<file path="src/rtl/fifo_wr_arb.sv">
// fifo_wr_arb: round-robin arbiter that lets NUM_REQ burst writers share a
// single sync_fifo write port. A lane holds the port until it ends its burst,
// hits MAX_BURST beats, or drops its request. Every release is followed by an
// IDLE cycle so the next winner is picked from a stable lastGrant.
module fifo_wr_arb #(
  parameter int NUM_REQ    = 4,
  parameter int DATA_WIDTH = 8,
  parameter int MAX_BURST  = 16
) (
  input  logic                          clock,
  input  logic                          reset,
  input  logic [NUM_REQ-1:0]            reqIn,
  input  logic [NUM_REQ-1:0]            validIn,
  input  logic [NUM_REQ*DATA_WIDTH-1:0] dataIn,
  input  logic [NUM_REQ-1:0]            lastIn,
  output logic [NUM_REQ-1:0]            readyOut,
  output logic [NUM_REQ-1:0]            gntOut,
  input  logic                          full,
  output logic                          wrEnOut,
  output logic [DATA_WIDTH-1:0]         wrDataOut,
  output logic                          busy
);

  localparam int IDX_W = (NUM_REQ > 1) ? $clog2(NUM_REQ) : 1;
  localparam int CNT_W = $clog2(MAX_BURST + 1);

  localparam logic [0:0] IDLE  = 1'b0;
  localparam logic [0:0] GRANT = 1'b1;

  logic [0:0]            state;
  logic [IDX_W-1:0]      last_grant;
  logic [CNT_W-1:0]      beat_cnt;

  logic                  pick_valid;
  logic [IDX_W-1:0]      pick_idx;
  logic [IDX_W-1:0]      cand;

  logic                  lane_req;
  logic                  lane_valid;
  logic                  lane_last;
  logic [DATA_WIDTH-1:0] lane_data;

  logic                  accept;
  logic                  release_now;

  // Round-robin pick: scan from farthest to nearest after lastGrant so the nearest requester wins.
  always_comb begin
    pick_valid = 1'b0;
    pick_idx   = '0;
    cand       = '0;
    for (int k = NUM_REQ; k >= 1; k--) begin
      cand = IDX_W'((int'(last_grant) + k) % NUM_REQ);
      if (reqIn[cand]) begin
        pick_valid = 1'b1;
        pick_idx   = cand;
      end
    end
  end

  // Select the granted lane's signals; lastGrant doubles as the current grant index while in GRANT.
  always_comb begin
    lane_req   = 1'b0;
    lane_valid = 1'b0;
    lane_last  = 1'b0;
    lane_data  = '0;
    for (int i = 0; i < NUM_REQ; i++) begin
      if (IDX_W'(i) == last_grant) begin
        lane_req   = reqIn[i];
        lane_valid = validIn[i];
        lane_last  = lastIn[i];
        lane_data  = dataIn[i*DATA_WIDTH +: DATA_WIDTH];
      end
    end
  end

  assign readyOut    = gntOut & {NUM_REQ{~full & ~reset}};
  assign accept      = lane_valid & (|(readyOut & gntOut));
  assign wrEnOut     = accept;
  assign wrDataOut   = accept ? lane_data : '0;
  assign busy        = (state == GRANT);
  assign release_now = (accept & lane_last)
                     | (accept & (beat_cnt == CNT_W'(MAX_BURST - 1)))
                     | (~lane_req & ~accept);

  // Grant FSM: take a winner from IDLE, count accepted beats, and release back to IDLE.
  always_ff @(posedge clock) begin
    if (reset) begin
      state      <= IDLE;
      gntOut     <= '0;
      last_grant <= IDX_W'(NUM_REQ - 1);
      beat_cnt   <= '0;
    end else begin
      case (state)
        IDLE: begin
          if (pick_valid) begin
            state      <= GRANT;
            gntOut     <= NUM_REQ'(1) << pick_idx;
            last_grant <= pick_idx;
            beat_cnt   <= '0;
          end
        end
        GRANT: begin
          if (release_now) begin
            state  <= IDLE;
            gntOut <= '0;
          end else if (accept) begin
            beat_cnt <= beat_cnt + 1'b1;
          end
        end
        default: begin
          state  <= IDLE;
          gntOut <= '0;
        end
      endcase
    end
  end

endmodule

</file>
<file path="config.mk">
export PLATFORM = sky130hd
export DESIGN_NAME = fifo_wr_arb
export DESIGN_NICKNAME = d
export VERILOG_FILES = /design/src/rtl/fifo_wr_arb.sv
export SDC_FILE = /design/constraint.sdc
export NUM_CORES = 1
export LEC_CHECK = 0
export BUFFER_PORTS_ARGS = -buffer_cell sky130_fd_sc_hd__buf_2
export CORE_MARGIN = 4
export CORE_UTILIZATION = 49
export DETAILED_ROUTE_END_ITERATION = 12
export PLACE_DENSITY = 0.94
export SLEW_MARGIN = 10
export SYNTH_ARGS = -nofsm -noshare
export SYNTH_HDL_FRONTEND = slang
export SYNTH_SLANG_ARGS = --single-unit
</file>
<file path="constraint.sdc">
create_clock -name clock -period 4.34 [get_ports clock]
set_input_delay 0.217 -clock clock [delete_from_list [all_inputs] [get_ports clock]]
set_output_delay 0.217 -clock clock [all_outputs]
set_load 0.02 [all_outputs]
</file>
==> results.py <==
metrics = {
    "timing": {
        "drv_slew": 0,
        "clock_skew_ns": 0.00327,
        "setup-violations-final": 0,
        "final.setup.tns_ns": 0,
        "tightest_slew_ns": 0.726,
        "rsz0062_at_grt": "false",
        "slew_headroom": 0.516,
        "final_hold_viol_count": 0,
        "min_period_over_period": 0.741,
        "max_freq_mhz": 311,
        "final.min_clock_period_ns": 3.22,
    },
    "synthesis": {
        "ys_ff_latch": 12,
        "async_flop_share": 0,
        "ys_warn_count": 0,
        "synth_edf_count": 0,
        "synthCells": 176,
        "synth-main-ff-cell": "dfxtp_1",
        "synth_area_per_cell_um2": 7.20,
        "syn_area_mm2": 0.00127,
        "synth.net_count": 229,
        "synth_cell_types": 47,
        "ys_seq_area_frac": 0.190,
    },
    "power_and_ir_drop": {
        "power_switching_share": 0.492,
        "ir_drop_uv": 405,
        "power.density_mw_per_mm2": 518,
        "clkPwrFrac": 0.111,
        "seqPwrFrac": 0.217,
        "combPwrFrac": 0.672,
        "p_leak_nw": 0.724,
        "p_sw_mw": 0.407,
        "internal_power_mw": 0.420,
    },
    "worst_setup_path": {
        "cp_top_family": "simple AND/OR/NAND/NOR gates",
        "cp-end-kind": "primary output",
        "cp.depth": 6,
        "endpoint": "wrDataOut[6]",
        "cp.required_ns": 4.12,
        "arrival_ns": 3.00,
        "r2r-end": "gntOut[3]",
        "path_cells": "ha_1 -> and3b_1 -> a2111oi_0 -> or2_1 -> nor2_1 -> buf_2",
        "reg2reg_slack_ns": 1.19,
        "worst_path_largest_cell_delay_ns": 0.64,
        "cp_max_fo": 22,
        "timing.rr.start": "last_grant[0]",
        "cp-startpoint": "last_grant[0]",
        "critPathKind": "reg2out",
        "critPathBufInv": 1,
        "critPathSlowestCell": "ha_1",
        "reg2regPathDepth": 8,
        "critPathLaunchType": "flop",
    },
    "die": {
        "core_mm2": 0.00248,
        "initial_core_util": 0.512,
        "fp-row-count": 18,
        "die_area_mm2": 0.00346,
        "dieHeight_um": 58.9,
        "io_pins": 65,
        "die_w_um": 58.9,
    },
    "clock_network": {
        "clk_pin_slew_ns": 0.08,
        "cts_htree_levels": 1,
        "clkLatencyLatePin_ns": 0.28,
        "cts_buffers": 3,
        "cts_resized": 0,
        "postCtsSetupRepairBufs": 0,
        "cts.sinks": 12,
        "cts_hold_buf": 0,
        "cts_tree": "done",
        "root_buffer": "clkbuf_4",
        "clk_path_buf_depth": 2,
    },
    "global_routing": {
        "antenna_found_initial": 0,
        "grt_pass1_wl_um": 5660,
        "gr-total-overflow": 0,
        "grt_start_max_net_pins": 26,
        "grt_pass1_vias": 1313,
        "track_usage": 0.206,
    },
    "place": {
        "post_dp_cell_area_mm2": 0.00156,
        "portBuffers": 64,
        "gp_congestion": 0.896,
        "dp_hpwl_um": 2670,
    },
    "finish": {
        "nFillCells": 225,
        "drive_above_1_share": 0.343,
        "area_growth_syn_to_layout_pct": 25.9,
        "finish.utilization": 0.644,
        "final_common_cell": "buf_2",
        "final_cell_mix": "buf_2, a21oi_1, nor2_1",
        "fin_area_mm2": 0.00160,
        "n_antenna_cell": 0,
        "fin_nets": 287,
    },
    "detailed_routing": {
        "detail-route-antenna-nets": 0,
        "drc_errors": 0,
        "wire_per_inst_um": 13.4,
        "routed_wl_um": 3540,
        "routed_via_density": 5.71,
        "firstDrtPassIters": 5,
        "first_iter_violations": 74,
        "num_vias": 1501,
    },
    "run": {
        "drv_cap": 0,
    },
    "worst_hold_path": {
        "hp-class": "in2reg",
        "min_path_cells": 2,
    },
    "outcome": {
        "outcome": "complete, no violations",
    },
}
-- worst min-delay path by stage --
| stage | slack, ns | from | endpoint |
|---|---|---|---|
| 2_1_floorplan | 0.32 | reset | last_grant[1] |
| 3_3_place_gp | 0.47 | gntOut[1] | gntOut[1] |
| 3_5_place_dp | 0.48 | gntOut[1] | gntOut[1] |
| 4_1_cts | 0.24 | reset | gntOut[1] |
| 5_1_grt | 0.26 | reset | gntOut[2] |
| 6_report | 0.26 | reset | gntOut[0] |
-- final cells by class --
cell class	instances	area, µm²	share of cell area
inverters	7	26.3	0.0165
multi-input cells	146	935	0.586
repair buffers	64	320	0.201
clock buffers	4	36.3	0.0227
flip-flops and latches	12	240	0.151
well taps	30	37.5	0.0235
-- worst register-to-register path, delay by kind of cell, from the launching register on --
| kind | cells | cell delay [ns] |
|---|---|---|
| compound gates | 3 | 0.92 |
| buf+inv | 1 | 0.07 |
| fa+ha+maj | 1 | 0.65 |
| flops | 1 | 0.63 |
| simple gates | 3 | 0.81 |
-- state kept, by name, summed over array words and instances (netlist names) --
register	cells
busy	1
gntOut	4
beat_cnt	5
last_grant	2
-- layer usage --
| metal | GRT usage | part of all wire | up-vias |
|---|---|---|---|
| met5 | 0 | 0 | - |
| li1 | - | - | 761 |
| met4 | 0.0841 | 0.0091 | 0 |
| met1 | 0.250 | 0.41 | 682 |
| met2 | 0.356 | 0.53 | 54 |
| met3 | 0.0351 | 0.048 | 4 |
-- logic make-up (layout without fill, tap and decap cells) --
kind of cell               Yosys count  count (layout)  share of synthesized area
AOI/OAI and AO/OA                   55              55                      0.268
adders and majority gates            6               6                     0.0592
buffers and inverters               18              75                     0.0731
DFF                                 12              12                      0.190
muxes                                6               6                     0.0730
and+or+nand+nor                     79              79                      0.338
-- Yosys cell counts, drive strengths merged (3+ instances only) --
master	number	share of area
a21oi	35	0.14
nor2	21	0.062
nand2	13	0.039
dfxtp	12	0.19
nand3b	10	0.059
nand3	8	0.032
clkbuf	7	0.021
inv	7	0.021
ha	6	0.059
and2	5	0.025
nor3b	4	0.024
o21ai	4	0.016
a211oi	3	0.018
a221oi	3	0.026
buf	3	0.024
mux2	3	0.030
or2	3	0.015
-- power groups by stage --
| stage | registers [mW] | clock network [mW] | logic, mW |
|---|---|---|---|
| floorplan | 0.186 | 0 | 0.444 |
| finish | 0.179 | 0.0919 | 0.555 |
| detailed placement | 0.181 | 0 | 0.548 |
| global route | 0.185 | 0.101 | 0.612 |
| CTS | 0.178 | 0.0950 | 0.552 |
| global placement | 0.179 | 0 | 0.541 |
-- stage by stage --
stage | worst slack (ns) | hold slack [ns] | cells | power (mW)
after global placement | 1.39 | 0.472 | 259 | 0.720
final | 1.12 | 0.260 | 263 | 0.827
after floorplan | 1.64 | 0.317 | 176 | 0.630
after CTS | 1.17 | 0.242 | 263 | 0.825
after detailed placement | 1.33 | 0.480 | 259 | 0.729
after global routing | 0.885 | 0.256 | 263 | 0.898
No activity file was read; power rests on OpenSTA's default activity.
